[src/rtl/tour_cmd_sequencer_if.sv]
// RemoteComm command/response channel between the tour sequencer (master) and RemoteComm (slave).
interface tour_cmd_sequencer_if;
    logic [15:0] cmd;
    logic        snd_cmd;
    logic        cmd_snt;
    logic        resp_rdy;
    logic [7:0]  resp;

    modport master (output cmd, output snd_cmd, input cmd_snt, input resp_rdy, input resp);
    modport slave  (input cmd, input snd_cmd, output cmd_snt, output resp_rdy, output resp);
endinterface

[src/rtl/tour_cmd_sequencer.sv]
// Multi-command sequencer: issues a table of commands to RemoteComm, checks each response against
// POS_ACK and aborts on NAK or timeout. Optional SEQ_RETRY_EN adds per-command resends.
//
// state     | meaning
// ----------+-----------------------------------------------------------
// IDLE      | waiting for start; outputs quiet
// LOAD      | register table[cmd_idx] onto cmd
// SEND      | one-cycle snd_cmd pulse, timeout counter cleared
// WAIT_SNT  | waiting for cmd_snt (a response here is still honoured)
// WAIT_RESP | waiting for resp_rdy; check against POS_ACK
// NEXT      | advance to next command or finish
// FINISH    | one-cycle done pulse
// ERR       | error latched; cmd_idx holds failing index
module tour_cmd_sequencer #(
    parameter int          DEPTH      = 8,
    parameter int          TMO_W      = 24,
    parameter int unsigned TMO_CYCLES = 32'h000F_4240,
    parameter logic [7:0]  POS_ACK    = 8'hA5,
    parameter int          MAX_RETRY  = 2
) (
    input  logic                       clk,
    input  logic                       rst_n,
    input  logic                       wr_en_i,
    input  logic [$clog2(DEPTH)-1:0]   wr_addr_i,
    input  logic [15:0]                wr_data_i,
    input  logic [$clog2(DEPTH):0]     num_cmds_i,
    input  logic                       start_i,
    tour_cmd_sequencer_if.master       rc,
    output logic                       busy_o,
    output logic                       done_o,
    output logic                       err_o,
    output logic [1:0]                 err_code_o,
    output logic [$clog2(DEPTH)-1:0]   cmd_idx_o
);

    localparam int AW = $clog2(DEPTH);
    localparam int CW = AW + 1;
    localparam logic [CW-1:0]    DEPTH_C  = CW'(DEPTH);
    localparam logic [TMO_W-1:0] TMO_LAST = TMO_W'(TMO_CYCLES - 1);
    localparam logic [1:0]       CODE_NAK = 2'b01;
    localparam logic [1:0]       CODE_TMO = 2'b10;

    if (DEPTH < 2 || (DEPTH & (DEPTH - 1)) != 0) begin : g_bad_depth
        $error("tour_cmd_sequencer: DEPTH must be a power of two >= 2");
    end
    if (TMO_CYCLES < 2 || 64'(TMO_CYCLES) > (64'd1 << TMO_W)) begin : g_bad_tmo
        $error("tour_cmd_sequencer: TMO_CYCLES must be >= 2 and fit in TMO_W bits");
    end
    if (MAX_RETRY < 0) begin : g_bad_retry
        $error("tour_cmd_sequencer: MAX_RETRY must be non-negative");
    end

    typedef enum logic [2:0] {
        IDLE      = 3'd0,
        LOAD      = 3'd1,
        SEND      = 3'd2,
        WAIT_SNT  = 3'd3,
        WAIT_RESP = 3'd4,
        NEXT      = 3'd5,
        FINISH    = 3'd6,
        ERR       = 3'd7
    } state_t;

    state_t            state_q, state_d;
    logic [15:0]       cmd_q, cmd_d;
    logic [AW-1:0]     idx_q, idx_d;
    logic [CW-1:0]     cnt_q, cnt_d;
    logic [TMO_W-1:0]  tmo_q, tmo_d;
    logic              err_q, err_d;
    logic [1:0]        err_code_q, err_code_d;
    logic              fail;
    logic [1:0]        fail_code;
    logic [CW-1:0]     num_clamped;
    logic              busy;

    logic [15:0]       cmd_tbl_q [DEPTH];

`ifdef SEQ_RETRY_EN
    localparam int RW = (MAX_RETRY < 1) ? 1 : $clog2(MAX_RETRY + 1);
    localparam logic [RW-1:0] RETRY_MAX_C = RW'(MAX_RETRY);
    logic [RW-1:0]     retry_q, retry_d;
`endif

    assign busy = (state_q == LOAD) || (state_q == SEND) || (state_q == WAIT_SNT) ||
                  (state_q == WAIT_RESP) || (state_q == NEXT);

    // Requests beyond the table size run the whole table rather than spinning forever.
    assign num_clamped = (num_cmds_i > DEPTH_C) ? DEPTH_C : num_cmds_i;

    // Command table is intentionally not reset so a programmed tour survives a reset.
    always_ff @(posedge clk) begin
        if (wr_en_i && !busy) begin
            cmd_tbl_q[wr_addr_i] <= wr_data_i;
        end
    end

    always_ff @(posedge clk or negedge rst_n) begin
        if (!rst_n) begin
            state_q    <= IDLE;
            cmd_q      <= '0;
            idx_q      <= '0;
            cnt_q      <= '0;
            tmo_q      <= '0;
            err_q      <= 1'b0;
            err_code_q <= '0;
        end else begin
            state_q    <= state_d;
            cmd_q      <= cmd_d;
            idx_q      <= idx_d;
            cnt_q      <= cnt_d;
            tmo_q      <= tmo_d;
            err_q      <= err_d;
            err_code_q <= err_code_d;
        end
    end

`ifdef SEQ_RETRY_EN
    always_ff @(posedge clk or negedge rst_n) begin
        if (!rst_n) begin
            retry_q <= '0;
        end else begin
            retry_q <= retry_d;
        end
    end
`endif

    always_comb begin
        state_d    = state_q;
        cmd_d      = cmd_q;
        idx_d      = idx_q;
        cnt_d      = cnt_q;
        tmo_d      = tmo_q;
        err_d      = err_q;
        err_code_d = err_code_q;
        fail       = 1'b0;
        fail_code  = 2'b00;
`ifdef SEQ_RETRY_EN
        retry_d    = retry_q;
`endif

        case (state_q)
            IDLE: begin
                if (start_i) begin
                    err_d      = 1'b0;
                    err_code_d = 2'b00;
                    idx_d      = '0;
                    cnt_d      = num_clamped;
`ifdef SEQ_RETRY_EN
                    retry_d    = '0;
`endif
                    state_d    = (num_clamped == '0) ? FINISH : LOAD;
                end
            end
            LOAD: begin
                cmd_d   = cmd_tbl_q[idx_q];
                state_d = SEND;
            end
            SEND: begin
                tmo_d   = '0;
                state_d = WAIT_SNT;
            end
            WAIT_SNT, WAIT_RESP: begin
                if (tmo_q != TMO_LAST) begin
                    tmo_d = tmo_q + 1'b1;
                end
                // A response on the timeout cycle takes priority over the timeout.
                if (rc.resp_rdy) begin
                    if (rc.resp == POS_ACK) begin
                        state_d = NEXT;
                    end else begin
                        fail      = 1'b1;
                        fail_code = CODE_NAK;
                    end
                end else if (tmo_q == TMO_LAST) begin
                    fail      = 1'b1;
                    fail_code = CODE_TMO;
                end else if (state_q == WAIT_SNT && rc.cmd_snt) begin
                    state_d = WAIT_RESP;
                end
            end
            NEXT: begin
`ifdef SEQ_RETRY_EN
                retry_d = '0;
`endif
                if ((CW'(idx_q) + CW'(1)) == cnt_q) begin
                    state_d = FINISH;
                end else begin
                    idx_d   = idx_q + 1'b1;
                    state_d = LOAD;
                end
            end
            FINISH:  state_d = IDLE;
            ERR:     state_d = IDLE;
            default: state_d = IDLE;
        endcase

        if (fail) begin
`ifdef SEQ_RETRY_EN
            if (retry_q < RETRY_MAX_C) begin
                retry_d = retry_q + 1'b1;
                state_d = LOAD;
            end else begin
                state_d    = ERR;
                err_d      = 1'b1;
                err_code_d = fail_code;
            end
`else
            state_d    = ERR;
            err_d      = 1'b1;
            err_code_d = fail_code;
`endif
        end
    end

    assign rc.cmd     = cmd_q;
    assign rc.snd_cmd = (state_q == SEND);
    assign busy_o     = busy;
    assign done_o     = (state_q == FINISH);
    assign err_o      = err_q;
    assign err_code_o = err_code_q;
    assign cmd_idx_o  = idx_q;

endmodule
[src/flat_wrapper.sv]
// flat-port wrapper written by rule: the top's interface ports become plain ports
module tour_cmd_sequencer_flat 
#(
    parameter int          DEPTH      = 8,
    parameter int          TMO_W      = 24,
    parameter int unsigned TMO_CYCLES = 32'h000F_4240,
    parameter logic [7:0]  POS_ACK    = 8'hA5,
    parameter int          MAX_RETRY  = 2
)
  (clk, rst_n, wr_en_i, wr_addr_i, wr_data_i, num_cmds_i, start_i, busy_o, done_o, err_o, err_code_o, cmd_idx_o, rc_cmd, rc_snd_cmd, rc_cmd_snt, rc_resp_rdy, rc_resp);
  tour_cmd_sequencer_if rc_i ();
  input  logic clk;
  input  logic rst_n;
  input  logic wr_en_i;
  input  logic [$clog2(DEPTH)-1:0] wr_addr_i;
  input  logic [15:0] wr_data_i;
  input  logic [$clog2(DEPTH):0] num_cmds_i;
  input  logic start_i;
  output logic busy_o;
  output logic done_o;
  output logic err_o;
  output logic [1:0] err_code_o;
  output logic [$clog2(DEPTH)-1:0] cmd_idx_o;
  output wire logic [$bits(rc_i.cmd)-1:0] rc_cmd;
  output wire logic [$bits(rc_i.snd_cmd)-1:0] rc_snd_cmd;
  input wire logic [$bits(rc_i.cmd_snt)-1:0] rc_cmd_snt;
  input wire logic [$bits(rc_i.resp_rdy)-1:0] rc_resp_rdy;
  input wire logic [$bits(rc_i.resp)-1:0] rc_resp;
  assign rc_cmd = rc_i.cmd;
  assign rc_snd_cmd = rc_i.snd_cmd;
  assign rc_i.cmd_snt = rc_cmd_snt;
  assign rc_i.resp_rdy = rc_resp_rdy;
  assign rc_i.resp = rc_resp;
  tour_cmd_sequencer #(.DEPTH(DEPTH), .TMO_W(TMO_W), .TMO_CYCLES(TMO_CYCLES), .POS_ACK(POS_ACK), .MAX_RETRY(MAX_RETRY)) u_core (.clk(clk), .rst_n(rst_n), .wr_en_i(wr_en_i), .wr_addr_i(wr_addr_i), .wr_data_i(wr_data_i), .num_cmds_i(num_cmds_i), .start_i(start_i), .rc(rc_i), .busy_o(busy_o), .done_o(done_o), .err_o(err_o), .err_code_o(err_code_o), .cmd_idx_o(cmd_idx_o));
endmodule
[config.mk]
export PLATFORM = sky130hd
export DESIGN_NAME = tour_cmd_sequencer_flat
export DESIGN_NICKNAME = d
export VERILOG_FILES = /design/src/rtl/tour_cmd_sequencer_if.sv /design/src/rtl/tour_cmd_sequencer.sv /design/src/flat_wrapper.sv
export SDC_FILE = /design/constraint.sdc
export NUM_CORES = 1
export LEC_CHECK = 0
export ABC_CLOCK_PERIOD_IN_PS = 5980
export BUFFER_PORTS_ARGS = -buffer_cell sky130_fd_sc_hd__buf_4
export CORE_MARGIN = 2
export CORE_UTILIZATION = 50
export CTS_CLUSTER_DIAMETER = 60
export DETAILED_ROUTE_END_ITERATION = 7
export GPL_TIMING_DRIVEN = 0
export PLACE_DENSITY = 0.78
export RECOVER_POWER = 50
export REMOVE_ABC_BUFFERS = 1
export SYNTH_ARGS = -nofsm -noshare
export SYNTH_HDL_FRONTEND = slang
export SYNTH_SLANG_ARGS = --single-unit
[constraint.sdc]
create_clock -name clk -period 5.98 [get_ports clk]
set_input_delay 1.495 -clock clk [delete_from_list [all_inputs] [get_ports clk]]
set_output_delay 1.495 -clock clk [all_outputs]
set_load 0.01 [all_outputs]
==> flow_summary.yaml, run 1 <==
floorplanning:
  die-area_um2: 16180
  initial_core_util_pct: 50.48
  core.rowCount: 45
  coreArea_um2: 15030
  die_h_um: 127.2
  die_w_um: 127.2
  ios: 62
timing:
  period_needed_ns: 4.093
  period_share_pct: 68.44
  max_clock_freq_mhz: 244.3
  fin_hold_ws_ns: 0.4896
  max-slew-margin-rel_pct: -108.2
  setup_viol: 0
  hold_viol: 0
  clock_skew_ns: 0.01697
  slew_viol_final: 54
  finalSetupTns_ns: 0
  setup_ws_ns: 1.887
  worst_slew_pin_slew_ns: 3.123
  rsz0062_at_grt: "no"
outcome:
  status: "complete, but fails checks"
  violations: "max-capacitance violations, max-slew violations"
grt:
  grt_max_degree: 54
  grt_usage_pct: 20.32
  grt_pass1_vias: 4739
  antenna_found_initial: 0
  grt_pass1_wl_mm: 24.94
  gr-total-overflow: 0
routing:
  vias: 4525
  drtPass1Iterations: 4
  drt-initial-drc-count: 349
  drc: 0
  routed_wl_mm: 15.24
  ant_nets: 0
  avgRoutedWirePerCell_um: 20.11
  viasPerCell: 5.970
finish:
  area_growth_pct: 17.66
  stdcell_count: 758
  finalNetCount: 596
  diodes: 0
  drive_gt1_share_pct: 24.56
setup_path:
  worst_setup_path_start_kind: "input pin"
  required_ns: 5.58
  worst-path-max-fanout: 53
  cpPeakStageDelay_ns: 2.17
  slowest_stage: "clkbuf_1"
  worstSetupPathType: "input pin to asynchronous set/reset pin"
  crit_chain: "clkbuf_1"
  critPathBufInv: 1
  crit_family: "buffers and inverters"
  path_depth: 1
  r2r_cells: 6
  cp.arrival_ns: 3.69
  end_kind: "asynchronous set/reset pin"
  r2r_slack_ns: 3.17
synth:
  synth_seq_cells: 181
  yosys.area.top_type: "edfxtp_1"
  synth-main-ff-cell: "edfxtp_1"
  syn_area_per_cell_um2: 15.52
  syn-cell-area_um2: 7589
  ys_types: 57
  synthArstFlopShare_pct: 29.28
  syn_inst: 489
  synth.most_common_cell: "edfxtp_1"
  synthTopCellsByCount: "edfxtp_1 (128), dfrtp_1 (53), nor2_1 (33)"
  yosysSeqAreaShare_pct: 68.13
  synth_edf_count: 128
  synth_area_leaders: "edfxtp_1 (51%), dfrtp_1 (17%), mux4_2 (9.5%), mux2i_1 (2.5%), a21oi_1 (2.0%)"
  ys_warn_count: 0
  synth_top_area_share_pct: 50.65
place:
  dp.cells: 726
  port_buffers: 61
  dp_hpwl_mm: 9.803
  place_congestion: 0.7869
  place_ws_ns: 2.629
flow_run:
  maxCapViolCount: 1
clock_network:
  htreeDepth: 4
  post_cts_resized: 0
  clockBufferDepth: 2
  cts_root_buf: "clkbuf_16"
  postCtsHoldBufs: 0
  path_clk_slew_ns: 0.06
  clock-sinks: 181
  tritoncts: "done"
  cts_buffers: 17
  post_cts_buffers: 0
  clock_latency_ns: 0.44
power_and_ir_drop:
  power.leakage_nw: 3.104
  irDropWorstVdd_mv: 0.2843
  p_per_area_nw_per_um2: 421.0
worst_hold_path:
  hold_depth: 1
  min_path_type: "flop to flop"
-- metrics by stage --
step                total power, W  instance area (um^2)  utilization, %
floorplan                 0.002248                  7463               -
detailed placement        0.002630                  8359           55.61
finish                    0.003759                  8929           59.39
CTS                       0.003802                  8997           59.85
global placement          0.002573                  8157           54.26
global route              0.003951                  8929           59.39
-- routing by layer --
layer  global-route usage (%)  wire (um)  vias to the layer above
li1                         -          -                     2071
met1                    24.93       6085                     2317
met2                    36.27       8175                      123
met3                    4.732        816                       14
met4                    5.818        164                        0
met5                        0          0                        -
-- cell type report --
class,instances,area [um^2]
clock buffers,17,425.4
repair buffers,73,560.5
flip-flops and latches,181,5171
clock inverters,15,212.7
inverters,9,33.78
multi-input cells,275,2290
fillers,1104,6105
well taps,188,235.2
-- logic make-up after synthesis --
group,Yosys count,synth area share (%)
xor+xnor,6,0.6926
compound gates,78,6.497
buf+inv,33,2.094
mux,52,12.15
flops,181,68.13
fa+ha+maj,2,0.3297
simple gates,137,10.11
-- path summary, 6_finish.rpt --
kind / to / start
min: u_core.err_o$_DFFE_PN0P_ / u_core.err_o$_DFFE_PN0P_
max in group clk: rc_snd_cmd / u_core.state_q[2]$_DFFE_PN0P_
min in group asynchronous: u_core.err_code_o[1]$_DFFE_PN0P_ / rst_n
min reg2reg: u_core.err_o$_DFFE_PN0P_ / u_core.err_o$_DFFE_PN0P_
max reg2reg: u_core.cmd_idx_o[0]$_DFFE_PN0P_ / u_core.cmd_idx_o[0]$_DFFE_PN0P_
max: u_core.cmd_idx_o[1]$_DFFE_PN0P_ / rst_n
-- placed cells by master, fill, tap and decap left out, types with 17 or more instances in the layout --
cell,netlist,final
edfxtp_1,128,128
dfrtp_1,53,52
buf_4,1,43
mux4_2,32,32
a21oi_1,31,31
nor2_1,33,27
nand2_1,20,20
mux2i_1,19,19
clkbuf_1,12,18
clkbuf_16,0,17
-- registers in the layout (all words and copies together) (netlist names) --
register and count:
u_core.state_q 3, u_core.err_code_o 2, u_core.tmo_q 24, u_core.rc.cmd 16
u_core.cmd_tbl_q 128, u_core.cnt_q 4, u_core.cmd_idx_o 3, u_core.err_o 1
-- report_power, final --
part / leakage (nW) / switching [W] / internal, W
combinational: 0.969 / 0.000463 / 0.000458
sequential: 1.82 / 0.000193 / 0.00148
clock: 0.310 / 0.000522 / 0.000644
(Power assumes the default switching activity.)
==> inputs of run 2 (changes only) <==
--- a/config.mk
+++ b/config.mk
@@ -5,14 +5,14 @@
 export SDC_FILE = /design/constraint.sdc
 export NUM_CORES = 1
 export LEC_CHECK = 0
-export ABC_CLOCK_PERIOD_IN_PS = 5980
+export ABC_CLOCK_PERIOD_IN_PS = 3300
 export BUFFER_PORTS_ARGS = -buffer_cell sky130_fd_sc_hd__buf_4
 export CORE_MARGIN = 2
 export CORE_UTILIZATION = 50
 export CTS_CLUSTER_DIAMETER = 60
 export DETAILED_ROUTE_END_ITERATION = 7
 export GPL_TIMING_DRIVEN = 0
-export PLACE_DENSITY = 0.78
+export PLACE_DENSITY = 0.81
 export RECOVER_POWER = 50
 export REMOVE_ABC_BUFFERS = 1
 export SYNTH_ARGS = -nofsm -noshare
==> constraint.sdc (replaced) <==
create_clock -name clk -period 3.3 [get_ports clk]
set_input_delay 0.825 -clock clk [delete_from_list [all_inputs] [get_ports clk]]
set_output_delay 0.825 -clock clk [all_outputs]
set_load 0.01 [all_outputs]
==> run 2 against run 1 <==
The run now ends clean. Combinational power increased by 80%. Wire length decreased by 1.7%. First-iteration DRC count rose by 38%. Clock power is 77% higher. Register-to-register slack got worse by 2.5 ns. Largest cell class unchanged. Largest power group unchanged.
==> flow_summary.yaml, run 2 (synthesis results as in run 1) <==
timing:
  setup_viol: 0
  fin_hold_ws_ns: 0.4902
  max_clock_freq_mhz: 323.5
  max-slew-margin-rel_pct: 5.527
  period_share_pct: 93.67
  clock_skew_ns: 0.008763
  finalSetupTns_ns: 0
  worst_slew_pin_slew_ns: 1.417
  rsz0062_at_grt: "no"
  slew_viol_final: 0
  hold_viol: 0
  setup_ws_ns: 0.2088
  period_needed_ns: 3.091
setup_path:
  required_ns: 2.47
  worstSetupPathType: "flop to primary output"
  worst-path-max-fanout: 18
  worst_setup_path_start_kind: "flop"
  end_kind: "primary output"
  cp.arrival_ns: 2.27
grt:
  grt_pass1_vias: 4580
  grt_usage_pct: 19.78
  antenna_found_initial: 0
  grt_max_degree: 54
  grt_pass1_wl_mm: 24.06
  gr-total-overflow: 0
routing:
  avgRoutedWirePerCell_um: 19.79
  viasPerCell: 5.873
  ant_nets: 0
  drt-initial-drc-count: 482
  routed_wl_mm: 14.98
  drc: 0
  drtPass1Iterations: 7
  vias: 4446
power_and_ir_drop:
  pwr-share-comb_pct: 24.6
  p_seq_share_pct: 44.8
  netSwitchingPower_w: 0.002054
  internal_power_w: 0.004691
  clkPwrFrac_pct: 30.6
  irDropWorstVdd_mv: 0.5723
  power.leakage_nw: 3.046
  p_per_area_nw_per_um2: 762.2
  swShare_pct: 30.45
finish:
  postLayoutCoreUtil_pct: 58.87
  drive_gt1_share_pct: 23.20
  largest_reg_flops: 128
  finalNetCount: 595
  final_cell_mix: "edfxtp_1 (128), dfrtp_1 (51), buf_4 (37)"
  largest-register: "u_core.cmd_tbl_q"
  diodes: 0
  area_growth_pct: 16.62
  stdcell_count: 757
  final_common_cell: "edfxtp_1"
clock_network:
  postCtsHoldBufs: 0
  clock-sinks: 181
  post_cts_buffers: 0
  htreeDepth: 4
  post_cts_resized: 0
  cts_buffers: 17
  cts_root_buf: "clkbuf_16"
  path_clk_slew_ns: 0.06
  clockBufferDepth: 2
  clock_latency_ns: 0.43
  tritoncts: "done"
place:
  dp_hpwl_mm: 9.706
  place_congestion: 0.8187
  port_buffers: 61
  place_ws_ns: 0.5146
  dp.cells: 725
flow_run:
  maxCapViolCount: 0
floorplanning:
  die-area_um2: 16180
  ios: 62
  core.rowCount: 45
  die_w_um: 127.2
  initial_core_util_pct: 50.48
  die_h_um: 127.2
  coreArea_um2: 15030
outcome:
  status: "complete, no violations"
worst_hold_path:
  min_path_type: "flop to flop"
-- run 2: changes by cell type in the layout (fill, tap and decap cells not counted), sizes merged --
| cell | previous run | this run |
|---|---|---|
| clkbuf | 35 | 46 |
| buf | 55 | 47 |
| clkinv | 7 | 0 |
| clkinvlp | 0 | 2 |
| bufinv | 2 | 3 |
-- run 2: stage by stage --
step / total power, W / instance area [um^2]
6_report: 0.006745 / 8850
5_1_grt: 0.007070 / 8850
4_1_cts: 0.006846 / 8939
3_5_place_dp: 0.004769 / 8337
3_3_place_gp: 0.004655 / 8157
2_1_floorplan: 0.004074 / 7463
-- run 2: layout make-up --
class,instances,area (um^2)
Tap cell,188,235.2
Clock buffer,21,440.4
Multi-Input combinational cell,275,2290
Clock inverter,11,161.4
Timing Repair Buffer,72,513.0
Fill cell,1110,6183
Sequential cell,181,5172
Inverter,9,37.54
-- run 2: critical path, cell delays in order, from the launching register on --
cell and delay [ns]:
dfrtp_1 0.54, inv_1 0.19, nand3_1 0.40, clkinvlp_4 0.44, buf_4 0.26
-- run 2: final timing paths --
| path | from | cells past startpoint | slack [ns] | endpoint |
|---|---|---|---|---|
| worst max-delay path | u_core.state_q[2]$_DFFE_PN0P_ | 4 | 0.21 | rc_snd_cmd |
| worst min-delay path | u_core.err_o$_DFFE_PN0P_ | 1 | 0.49 | u_core.err_o$_DFFE_PN0P_ |
| worst max register to register | u_core.state_q[1]$_DFFE_PN0P_ | 5 | 0.68 | u_core.cmd_tbl_q[0][8]$_DFFE_PP_ |
| worst min register to register | u_core.err_o$_DFFE_PN0P_ | 1 | 0.49 | u_core.err_o$_DFFE_PN0P_ |
| max in group asynchronous | rst_n | 1 | 1.63 | u_core.cmd_idx_o[1]$_DFFE_PN0P_ |
| min in group asynchronous | rst_n | 1 | 0.72 | u_core.state_q[1]$_DFFE_PN0P_ |
-- run 2: routing by layer --
| layer | vias to the layer above | global-route usage, % | part of all wire, % |
|---|---|---|---|
| li1 | 2062 | - | - |
| met2 | 163 | 33.59 | 51 |
| met5 | - | 0 | 0 |
| met4 | 0 | 7.240 | 1.3 |
| met3 | 17 | 5.444 | 6.5 |
| met1 | 2204 | 24.56 | 41 |
-- run 2: power by group through the flow --
stage	logic, W	clock network, W	registers (W)
after floorplan	0.000998	0	0.00308
after global placement	0.00153	0	0.00312
after detailed placement	0.00170	0	0.00307
after CTS	0.00171	0.00210	0.00303
after global routing	0.00183	0.00218	0.00307
final	0.00166	0.00207	0.00302
